===== src/rtl/wr_ptr_full_if.sv =====
// Write-side bus of the async FIFO pointer block: write request, synchronized read
// pointer in, and the pointer/address/status outputs back to the FIFO core.
interface wr_ptr_full_if #(
   parameter int ADDR_SIZE = 4
);
   logic                 WINC;
   logic [ADDR_SIZE:0]   WQ2_RPTR;
   logic [ADDR_SIZE:0]   WPTR;
   logic [ADDR_SIZE-1:0] WADDR;
   logic                 WFULL;
   logic                 WAFULL;
   logic [ADDR_SIZE:0]   WLEVEL;
   logic                 WOVF;

   modport master (
      output WINC,
      output WQ2_RPTR,
      input  WPTR,
      input  WADDR,
      input  WFULL,
      input  WAFULL,
      input  WLEVEL,
      input  WOVF
   );

   modport slave (
      input  WINC,
      input  WQ2_RPTR,
      output WPTR,
      output WADDR,
      output WFULL,
      output WAFULL,
      output WLEVEL,
      output WOVF
   );
endinterface


===== src/rtl/wr_ptr_full.sv =====
// Write-domain pointer, full/almost-full/level generator for the async FIFO.
// Define WPTR_OVF_EN to build the sticky overflow flag; otherwise WOVF is tied low.
module wr_ptr_full #(
   parameter int ADDR_SIZE    = 4,
   parameter int AFULL_THRESH = 14
) (
   input  logic          WCLK,
   input  logic          WRST,
   wr_ptr_full_if.slave  bus
);

   localparam logic [ADDR_SIZE:0] AFULL_LVL = AFULL_THRESH[ADDR_SIZE:0];

   function automatic logic [ADDR_SIZE:0] bin2gray(input logic [ADDR_SIZE:0] b);
      return (b >> 1) ^ b;
   endfunction

   // Prefix XOR from the MSB down recovers the binary count from Gray code.
   function automatic logic [ADDR_SIZE:0] gray2bin(input logic [ADDR_SIZE:0] g);
      logic [ADDR_SIZE:0] b;
      b[ADDR_SIZE] = g[ADDR_SIZE];
      for (int i = ADDR_SIZE - 1; i >= 0; i--) begin
         b[i] = b[i+1] ^ g[i];
      end
      return b;
   endfunction

   logic [ADDR_SIZE:0] wbin_r;
   logic [ADDR_SIZE:0] wptr_r;
   logic [ADDR_SIZE:0] wlevel_r;
   logic               wfull_r;
   logic               wafull_r;

   logic               accept_s;
   logic [ADDR_SIZE:0] wbinnext_s;
   logic [ADDR_SIZE:0] wgraynext_s;
   logic [ADDR_SIZE:0] rbin_s;
   logic [ADDR_SIZE:0] level_next_s;
   logic [ADDR_SIZE:0] full_cmp_s;
   logic               full_next_s;
   logic               afull_next_s;

   // Next-state pointer, full detection and fill level from the synchronized read pointer.
   always_comb begin
      accept_s     = bus.WINC & ~wfull_r;
      wbinnext_s   = wbin_r + {{ADDR_SIZE{1'b0}}, accept_s};
      wgraynext_s  = bin2gray(wbinnext_s);
      rbin_s       = gray2bin(bus.WQ2_RPTR);
      level_next_s = wbinnext_s - rbin_s;
      // Full when the write pointer is exactly one lap ahead: top two Gray bits differ.
      full_cmp_s   = {~bus.WQ2_RPTR[ADDR_SIZE:ADDR_SIZE-1], bus.WQ2_RPTR[ADDR_SIZE-2:0]};
      full_next_s  = (wgraynext_s == full_cmp_s);
      afull_next_s = (level_next_s >= AFULL_LVL);
   end

   // Pointer and status registers.
   always_ff @(posedge WCLK or posedge WRST) begin
      if (WRST) begin
         wbin_r   <= '0;
         wptr_r   <= '0;
         wlevel_r <= '0;
         wfull_r  <= 1'b0;
         wafull_r <= 1'b0;
      end else begin
         wbin_r   <= wbinnext_s;
         wptr_r   <= wgraynext_s;
         wlevel_r <= level_next_s;
         wfull_r  <= full_next_s;
         wafull_r <= afull_next_s;
      end
   end

`ifdef WPTR_OVF_EN
   logic wovf_r;

   // Sticky overflow: a write request seen while the registered full flag is set.
   always_ff @(posedge WCLK or posedge WRST) begin
      if (WRST) begin
         wovf_r <= 1'b0;
      end else if (bus.WINC && wfull_r) begin
         wovf_r <= 1'b1;
      end else begin
         wovf_r <= wovf_r;
      end
   end

   assign bus.WOVF = wovf_r;
`else
   assign bus.WOVF = 1'b0;
`endif

   assign bus.WPTR   = wptr_r;
   assign bus.WADDR  = wbin_r[ADDR_SIZE-1:0];
   assign bus.WFULL  = wfull_r;
   assign bus.WAFULL = wafull_r;
   assign bus.WLEVEL = wlevel_r;

endmodule

===== src/flat_wrapper.sv =====
// flat-port wrapper written by rule: the top's interface ports become plain ports
module wr_ptr_full_flat 
#(
   parameter int ADDR_SIZE    = 4,
   parameter int AFULL_THRESH = 14
)
  (WCLK, WRST, bus_WINC, bus_WQ2_RPTR, bus_WPTR, bus_WADDR, bus_WFULL, bus_WAFULL, bus_WLEVEL, bus_WOVF);
  wr_ptr_full_if #(.ADDR_SIZE(ADDR_SIZE)) bus_i ();
  input  logic WCLK;
  input  logic WRST;
  input wire logic [$bits(bus_i.WINC)-1:0] bus_WINC;
  input wire logic [$bits(bus_i.WQ2_RPTR)-1:0] bus_WQ2_RPTR;
  output wire logic [$bits(bus_i.WPTR)-1:0] bus_WPTR;
  output wire logic [$bits(bus_i.WADDR)-1:0] bus_WADDR;
  output wire logic [$bits(bus_i.WFULL)-1:0] bus_WFULL;
  output wire logic [$bits(bus_i.WAFULL)-1:0] bus_WAFULL;
  output wire logic [$bits(bus_i.WLEVEL)-1:0] bus_WLEVEL;
  output wire logic [$bits(bus_i.WOVF)-1:0] bus_WOVF;
  assign bus_i.WINC = bus_WINC;
  assign bus_i.WQ2_RPTR = bus_WQ2_RPTR;
  assign bus_WPTR = bus_i.WPTR;
  assign bus_WADDR = bus_i.WADDR;
  assign bus_WFULL = bus_i.WFULL;
  assign bus_WAFULL = bus_i.WAFULL;
  assign bus_WLEVEL = bus_i.WLEVEL;
  assign bus_WOVF = bus_i.WOVF;
  wr_ptr_full #(.ADDR_SIZE(ADDR_SIZE), .AFULL_THRESH(AFULL_THRESH)) u_core (.WCLK(WCLK), .WRST(WRST), .bus(bus_i));
endmodule

===== config.mk =====
export PLATFORM = sky130hd
export DESIGN_NAME = wr_ptr_full_flat
export DESIGN_NICKNAME = d
export VERILOG_FILES = /design/src/rtl/wr_ptr_full_if.sv /design/src/rtl/wr_ptr_full.sv /design/src/flat_wrapper.sv
export SDC_FILE = /design/constraint.sdc
export NUM_CORES = 1
export LEC_CHECK = 0
export CORE_ASPECT_RATIO = 1.25
export CORE_UTILIZATION = 40
export CTS_CLUSTER_SIZE = 40
export DETAILED_ROUTE_END_ITERATION = 16
export GPL_TIMING_DRIVEN = 1
export PLACE_DENSITY = 0.77
export RECOVER_POWER = 100
export SYNTH_ARGS = -nofsm -noshare
export SYNTH_HDL_FRONTEND = slang
export SYNTH_SLANG_ARGS = --single-unit
export TNS_END_PERCENT = 10

===== constraint.sdc =====
create_clock -name WCLK -period 2.2 [get_ports WCLK]
set_input_delay 0.44 -clock WCLK [delete_from_list [all_inputs] [get_ports WCLK]]
set_output_delay 0.44 -clock WCLK [all_outputs]
set_load 0.01 [all_outputs]

After elaboration in Yosys (flattened, before gate mapping)
Index checks and enable logic that the tools add are counted.
- add/subtract/negate cells: 2
- $lt $le $gt $ge: 1
- equal/unequal tests: 1
- bitwise logic cells: 8
- operator list (cell ; count):
    $add 5x1->5 ; 1
    $eq 5x5->1 ; 1
    $ge 5x4->1 const B ; 1
    $sub 5x5->5 ; 1
    $xor 4x5->5 ; 1
    $xor 1x1->1 ; 4
    $not 2->2 ; 1
    $and 1x1->1 ; 1
    $not 1->1 ; 1
- bits in registers: 17
- output and inout port bits: 17

Longest topological paths before layout
Gate-level depths: netlist of the first run.
- word-level depth: 6
- mapped depth: 10
- gate-level depth less buffers: 10

Least setup slack after synthesis of the first run
No wires, ideal clock.
- kind: input port to flip-flop
- start point: input port bus_WQ2_RPTR[4]
- end point: register u_core.wafull_r (netlist: u_core.bus.WAFULL)
- setup time: 0.141 ns
- arrival time: 2.287 ns
- required time: 2.059 ns
- path slack: -0.228 ns
- stages: 10
- cells stage by stage: xnor2_2 -> xor2_1 -> xor2_1 -> xnor2_1 -> ha_1 -> fa_1 -> nand2b_1 -> a21boi_0 -> or3_1 -> o311ai_1
- longest elaborated chain between the ends: 6
- RTL lines (what ; RTL line ; text):
    start: declaration ; flat_wrapper.sv:12 ; input wire logic [$bits(bus_i.WQ2_RPTR)-1:0] bus_WQ2_RPTR;
    $xor 1x1->1 (4 in a row) ; wr_ptr_full.sv:23 ; b[i] = b[i+1] ^ g[i];
    $sub 5x5->5 * ; wr_ptr_full.sv:49 ; level_next_s = wbinnext_s - rbin_s;
    $ge 5x4->1 * ; wr_ptr_full.sv:53 ; afull_next_s = (level_next_s >= AFULL_LVL);
    via u_core.afull_next_s ; wr_ptr_full.sv:41 ; logic afull_next_s;
    end signal: assignment ; wr_ptr_full.sv:69 ; wafull_r <= afull_next_s;
    end: declaration ; wr_ptr_full.sv:32 ; logic wafull_r;
The timed path passes the listed nets; every way through them passes the cells marked *.

Worst setup path in the final report of the first run
Same ends and word-level chain as after synthesis.

==> flow_summary.ini, run 1 <==
[global_route]
antenna_found_initial = 0
overflow = 0
track_usage_pct = 19.6
grt_pass1_vias = 842
grt_max_degree = 17
grt_pass1_wl_um = 3620

[timing]
min_period_ps = 2280
slew_headroom_pct = 60.2
tightest_slew_ps = 596
fin_skew_ps = 9.64
layout_setup_ws_ps = -76.4
hold_viol_final = 0
max_freq_ghz = 0.439
setup_violations = 2
period_share_pct = 103
tns_ps = -87.4
slew_violations = 0
rsz0062_at_grt = yes

[placement]
io_buffers = 23
place.gp.congestion = 0.761
pre_cts_slack_ps = -842
dp_hpwl_um = 1530

[critical_path]
end_kind = flip-flop
criticalPathCategory = input port to flip-flop
path_max_fanout = 2
crit_path_cell_trace = buf_8, xnor2_4, xor2_2, xor2_2, xnor2_1, ha_2, fa_2, nand2b_4, a21boi_2, or3_4, o311ai_2
cp-start-kind = input port
cp.arrival_ps = 2440
cp_slowest_cell = fa_2
required_ps = 2360
cp_common_cell = xor2_2
slowest_delay_ps = 370

[clock_network]
clock_sinks = 16
numCtsBuffers = 3
holdBufCountCts = 0
cts_buffer_depth = 2
htreeDepth = 1
clk_pin_slew_ps = 100
cts_root_buf = clkbuf_4
cts_tree = yes
clock_latency_ps = 300

[job]
cap_violations = 0

[detailed_routing]
drc_errors = 0
via_per_inst = 4.78
first_iter_violations = 17
firstDrtPassIters = 4
wl_per_cell_um = 14.1
via_count = 770
routed_wl_um = 2270
ant_nets = 0

[layout]
nFillCells = 183
num_antenna_cells = 0
finalCoreUtilization_pct = 68.4
fin_nets = 146
syn_to_final_growth_pct = 57.9
drive_above_1_share_pct = 37.7

[power_and_ir_drop]
cellLeakagePower_nw = 0.708
power.total_w = 0.00282
ir_drop_mv = 1.10
power_density_nw_per_um2 = 1840

[floorplan]
ioPinCount = 25
core_um2 = 2230
fp-row-count = 19
dieWidth_um = 46.0
start_util_pct = 43.3
die_h_um = 57.0
die_area_um2 = 2620

[yosys]
synth_area_um2 = 968
synth_top_area_share_pct = 41.3
synthFlopType = dfrtp_1
yosysTopAreaCell = dfrtp_1
synth-edff-count = 0
synth_warnings = 0
syn_avg_cell_area_um2 = 11.8
synth_seq_cells = 16
syn_inst = 82
synth_nets = 97
ys_types = 32
synthTopCellsByArea = dfrtp_1 41%, xnor2_1 11%, ha_1 7.8%
synthArstFlopShare_pct = 100
ys_seq_area_share_pct = 41.3

[outcome]
violations = setup timing
outcome = finished, violations left

[worst_hold_path]
hold_class = input port to flip-flop
-- registers in the layout, indices dropped and copies added, names as in the netlist --
name / flops
u_core.bus.WLEVEL: 5
u_core.wbin_r: 5
u_core.bus.WPTR: 4
u_core.bus.WAFULL: 1
u_core.bus.WFULL: 1
-- cell families after synthesis --
logic type	share of synthesized area, %
AOI/OAI and AO/OA	7.23
adders and majority gates	9.82
and+or+nand+nor	10.6
xor gates and xnor gates	23.6
other	0.387
DFF	41.3
buffers and inverters	6.98
-- cell usage in the layout (no fill, tap or decap), types with 2 or more instances in the layout --
cell type,n
a21boi_2,2
buf_4,23
buf_8,2
clkbuf_4,3
clkdlybuf4s50_1,17
dfrtp_1,16
dlygate4sd2_1,3
ha_1,4
inv_1,9
nand2_1,3
nor2b_1,2
o21ai_1,2
xnor2_1,9
xnor2_2,4
xor2_1,3
xor2_2,2
-- power breakdown --
part	internal (W)	switching, W
Combinational	0.00119	0.000829
Sequential	0.000461	0.000139
Clock	0.000101	0.0000972
-- worst paths after layout --
path	start	end	slack, ps	cells after the start
hold / removal	bus_WQ2_RPTR[3]	u_core.bus.WFULL$_DFF_PP0_	550	3
setup / recovery	bus_WQ2_RPTR[4]	u_core.bus.WAFULL$_DFF_PP0_	-80	11
hold reg to reg	u_core.wbin_r[4]$_DFF_PP0_	u_core.wbin_r[4]$_DFF_PP0_	610	1
max in group asynchronous	WRST	u_core.wbin_r[1]$_DFF_PP0_	1170	2
min in group asynchronous	WRST	u_core.wbin_r[3]$_DFF_PP0_	630	2
setup reg to reg	u_core.bus.WFULL$_DFF_PP0_	u_core.bus.WAFULL$_DFF_PP0_	20	8
-- stage by stage --
stage	instance area, µm²	hold slack [ps]	instances
2_1_floorplan	992	354	82
3_3_place_gp	1370	568	152
3_5_place_dp	1370	591	152
4_1_cts	1540	512	160
5_1_grt	1530	563	161
6_report	1530	552	161
-- synthesized netlist by cell type, types with 2 or more instances --
library cell and count:
xnor2_1 12, dfrtp_1 16, nand2_1 3, inv_1 9, xor2_1 5, nor2b_1 3
xnor2_2 2, o21ai_0 2, ha_1 6, a21boi_0 2
-- layer usage --
layer	up-vias	global-route usage (%)	wire, µm
met1	384	19.7	834
met5	-	0	0
met2	19	35.6	1310
met3	8	3.48	66
li1	359	-	-
met4	0	10.9	67
-- layout make-up --
cell class	instances	area (µm²)	area share, %
clock buffer	4	36.3	2.37
inverter	9	33.8	2.21
multi-input combinational	54	607	39.7
sequential	16	400	26.2
tap	31	38.8	2.54
timing repair buffer	47	413	27.0
-- worst max-delay path, delay by kind of cell --
kind	cells	cell delay, ps
xor+xnor	4	800
simple gates	2	290
compound gates	2	220
fa+ha+maj	2	570
buf+inv	1	100
-- what timing repair did --
| action | CTS | global route |
|---|---|---|
| setup endpoints to repair | 6 | 3 |
| gates resized for setup | 34 | 3 |
| setup buffers | 4 | 1 |
| pin swaps | 12 | 8 |
Note: power is estimated with default switching activity, not from simulation.
==> run 2: changes to the inputs <==
--- a/config.mk
+++ b/config.mk
@@ -7,7 +7,8 @@
 export LEC_CHECK = 0
 export CORE_ASPECT_RATIO = 1.25
 export CORE_UTILIZATION = 40
-export CTS_CLUSTER_SIZE = 40
+export CTS_BUF_LIST = sky130_fd_sc_hd__clkbuf_8
+export CTS_CLUSTER_SIZE = 16
 export DETAILED_ROUTE_END_ITERATION = 16
 export GPL_TIMING_DRIVEN = 1
 export PLACE_DENSITY = 0.77
==> constraint.sdc (replaced) <==
create_clock -name WCLK -period 2.2 [get_ports WCLK]
set_input_delay 0.44 -clock WCLK [delete_from_list [all_inputs] [get_ports WCLK]]
set_output_delay 0.44 -clock WCLK [all_outputs]
set_load 0.1 [all_outputs]
==> flow_summary.ini, run 2 (synthesis results as in run 1) <==
[outcome]
outcome = finished, violations left
violations = setup timing

[global_route]
grtUsageMet2_pct = 31.4
grt_util_met1_pct = 21.6
overflow = 0
grt_pass1_wl_um = 3360
antenna_found_initial = 0
top_usage_layer = met2
track_usage_pct = 18.2
grt_max_degree = 17
grt_util_met3_pct = 2.85
grt_pass1_vias = 755

[job]
cap_violations = 0

[critical_path]
cp.arrival_ps = 2400
crit_path_cell_trace = buf_8, xnor2_4, xor2_2, xor2_2, xnor2_1, ha_2, fa_2, nand2b_4, a21boi_2, or3_1, o311ai_1
worstReg2RegEnd = u_core.bus.WAFULL$_DFF_PP0_
r2r.worst_path.cells = 8
required_ps = 2350
crit_buf_inv = 1
cp-start-kind = input port
criticalPathCategory = input port to flip-flop
cp_common_cell = xor2_2
rr_startpoint = u_core.bus.WFULL$_DFF_PP0_
cp_slowest_cell = or3_1
cpLargestDelayFamily = XOR/XNOR gates
rrSetupSlack_ps = -30
path_max_fanout = 2
slowest_delay_ps = 390
end_kind = flip-flop
startpoint = bus_WQ2_RPTR[4]

[placement]
place.gp.congestion = 0.728
io_buffers = 23
dp_hpwl_um = 1530
placedInstanceArea_um2 = 1420

[worst_hold_path]
holdPathEnd = u_core.wbin_r[4]$_DFF_PP0_
hp-start = u_core.wbin_r[4]$_DFF_PP0_
hold_class = flip-flop to flip-flop
hold_depth = 1

[floorplan]
die_h_um = 57.0
ioPinCount = 25
die_area_um2 = 2620
fp-row-count = 19
dieWidth_um = 46.0
start_util_pct = 43.3
core_um2 = 2230

[clock_network]
clk_pin_slew_ps = 60
numCtsBuffers = 3
clock_latency_ps = 250
cts_buffer_depth = 2
cts_tree = yes
cts_root_buf = clkbuf_8
htreeDepth = 1
clock_sinks = 16

[detailed_routing]
via_count = 725
routed_wl_um = 2070
drc_errors = 0
wl_per_cell_um = 13.0
first_iter_violations = 6
ant_nets = 0
firstDrtPassIters = 4
via_per_inst = 4.56

[timing]
rsz0062_at_grt = yes
layout_setup_ws_ps = -46.4
slew_headroom_pct = 21.6
slew_violations = 0
period_share_pct = 102
max_freq_ghz = 0.445
fin_skew_ps = 2.24
tightest_slew_ps = 1180
min_period_ps = 2250
hold_viol_final = 0
setup_violations = 1

[layout]
design_area_um2 = 1470
syn_to_final_growth_pct = 52.2
final_common_cell = buf_4
final_cell_mix = 24 x buf_4, 12 x dfrtp_1, 11 x xnor2_1, 9 x inv_1, 9 x clkbuf_1
drive_above_1_share_pct = 45.3
fin_nets = 144
num_antenna_cells = 0
[run 2: changes by cell type in the layout (fill, tap and decap cells not counted), moves of 3 or more]
cell / change
clkbuf_1: +8
clkbuf_2: +5
clkbuf_4: -3
clkbuf_8: +3
clkdlybuf4s50_1: -16
dfrtp_1: -4
[run 2: through the flow]
step	hold WS [ps]	cells	utilization, %	setup slack, ps	TNS (ps)
2_1_floorplan	354	82	-	-137	-278
3_3_place_gp	572	153	63.3	-701	-3100
3_5_place_dp	582	153	63.3	-729	-3260
4_1_cts	585	159	67.9	-61.3	-67.3
5_1_grt	608	159	66.0	-150	-262
6_report	580	159	66.0	-46.4	-46.4
[run 2: worst register-to-register path, stage by stage, from the launching register on]
cell      delay [ps]
dfrtp_4          480
nor2b_4          180
ha_4             190
nand3_4           80
xnor2_1          240
ha_1             300
a21boi_2         180
or3_1            390
o311ai_1         100
[run 2: how the worst max path moves through the flow]
stage                     cells after the start                          end
after floorplan                              10  u_core.bus.WAFULL$_DFF_PP0_
after global placement                       11  u_core.bus.WAFULL$_DFF_PP0_
after detailed placement                     11  u_core.bus.WAFULL$_DFF_PP0_
after CTS                                    11  u_core.bus.WAFULL$_DFF_PP0_
after global routing                         11  u_core.bus.WAFULL$_DFF_PP0_
final                                        11  u_core.bus.WAFULL$_DFF_PP0_
[run 2: final cells by class]
cell class                 instances  area [µm²]
fill                             199         761
multi-input combinational         54         621
sequential                        16         410
timing repair buffer              45         315
clock buffer                       4        55.1
tap                               31        38.8
inverter                           9        33.8
[run 2: metal layers]
layer / up-vias / routed length [µm]
li1: 353 / -
met1: 350 / 839
met2: 18 / 1140
met3: 4 / 48
met4: 0 / 37
met5: - / 0
[run 2: what timing repair did]
item | 4_1_cts | 5_1_grt
setup endpoints to repair | 6 | 3
hold buffers | 0 | 0
pin swaps | 11 | 8
buffers inserted | 2 | 0
resized for setup | 22 | 2
Power of run 2 is left out: the tool's default activity adds up to more than one toggle a clock period on the data nets, which glitch-free logic cannot reach.
==> run 3: changes to the inputs <==
--- a/config.mk
+++ b/config.mk
@@ -5,6 +5,7 @@
 export SDC_FILE = /design/constraint.sdc
 export NUM_CORES = 1
 export LEC_CHECK = 0
+export CAP_MARGIN = 20
 export CORE_ASPECT_RATIO = 1.25
 export CORE_UTILIZATION = 40
 export CTS_BUF_LIST = sky130_fd_sc_hd__clkbuf_8
@@ -13,6 +14,7 @@
 export GPL_TIMING_DRIVEN = 1
 export PLACE_DENSITY = 0.77
 export RECOVER_POWER = 100
+export SLEW_MARGIN = 20
 export SYNTH_ARGS = -nofsm -noshare
 export SYNTH_HDL_FRONTEND = slang
 export SYNTH_SLANG_ARGS = --single-unit
==> results of run 3 <==
The final DEF is identical to that of run 2; final timing and power are the same.
Power of run 3 is left out for the same reason.
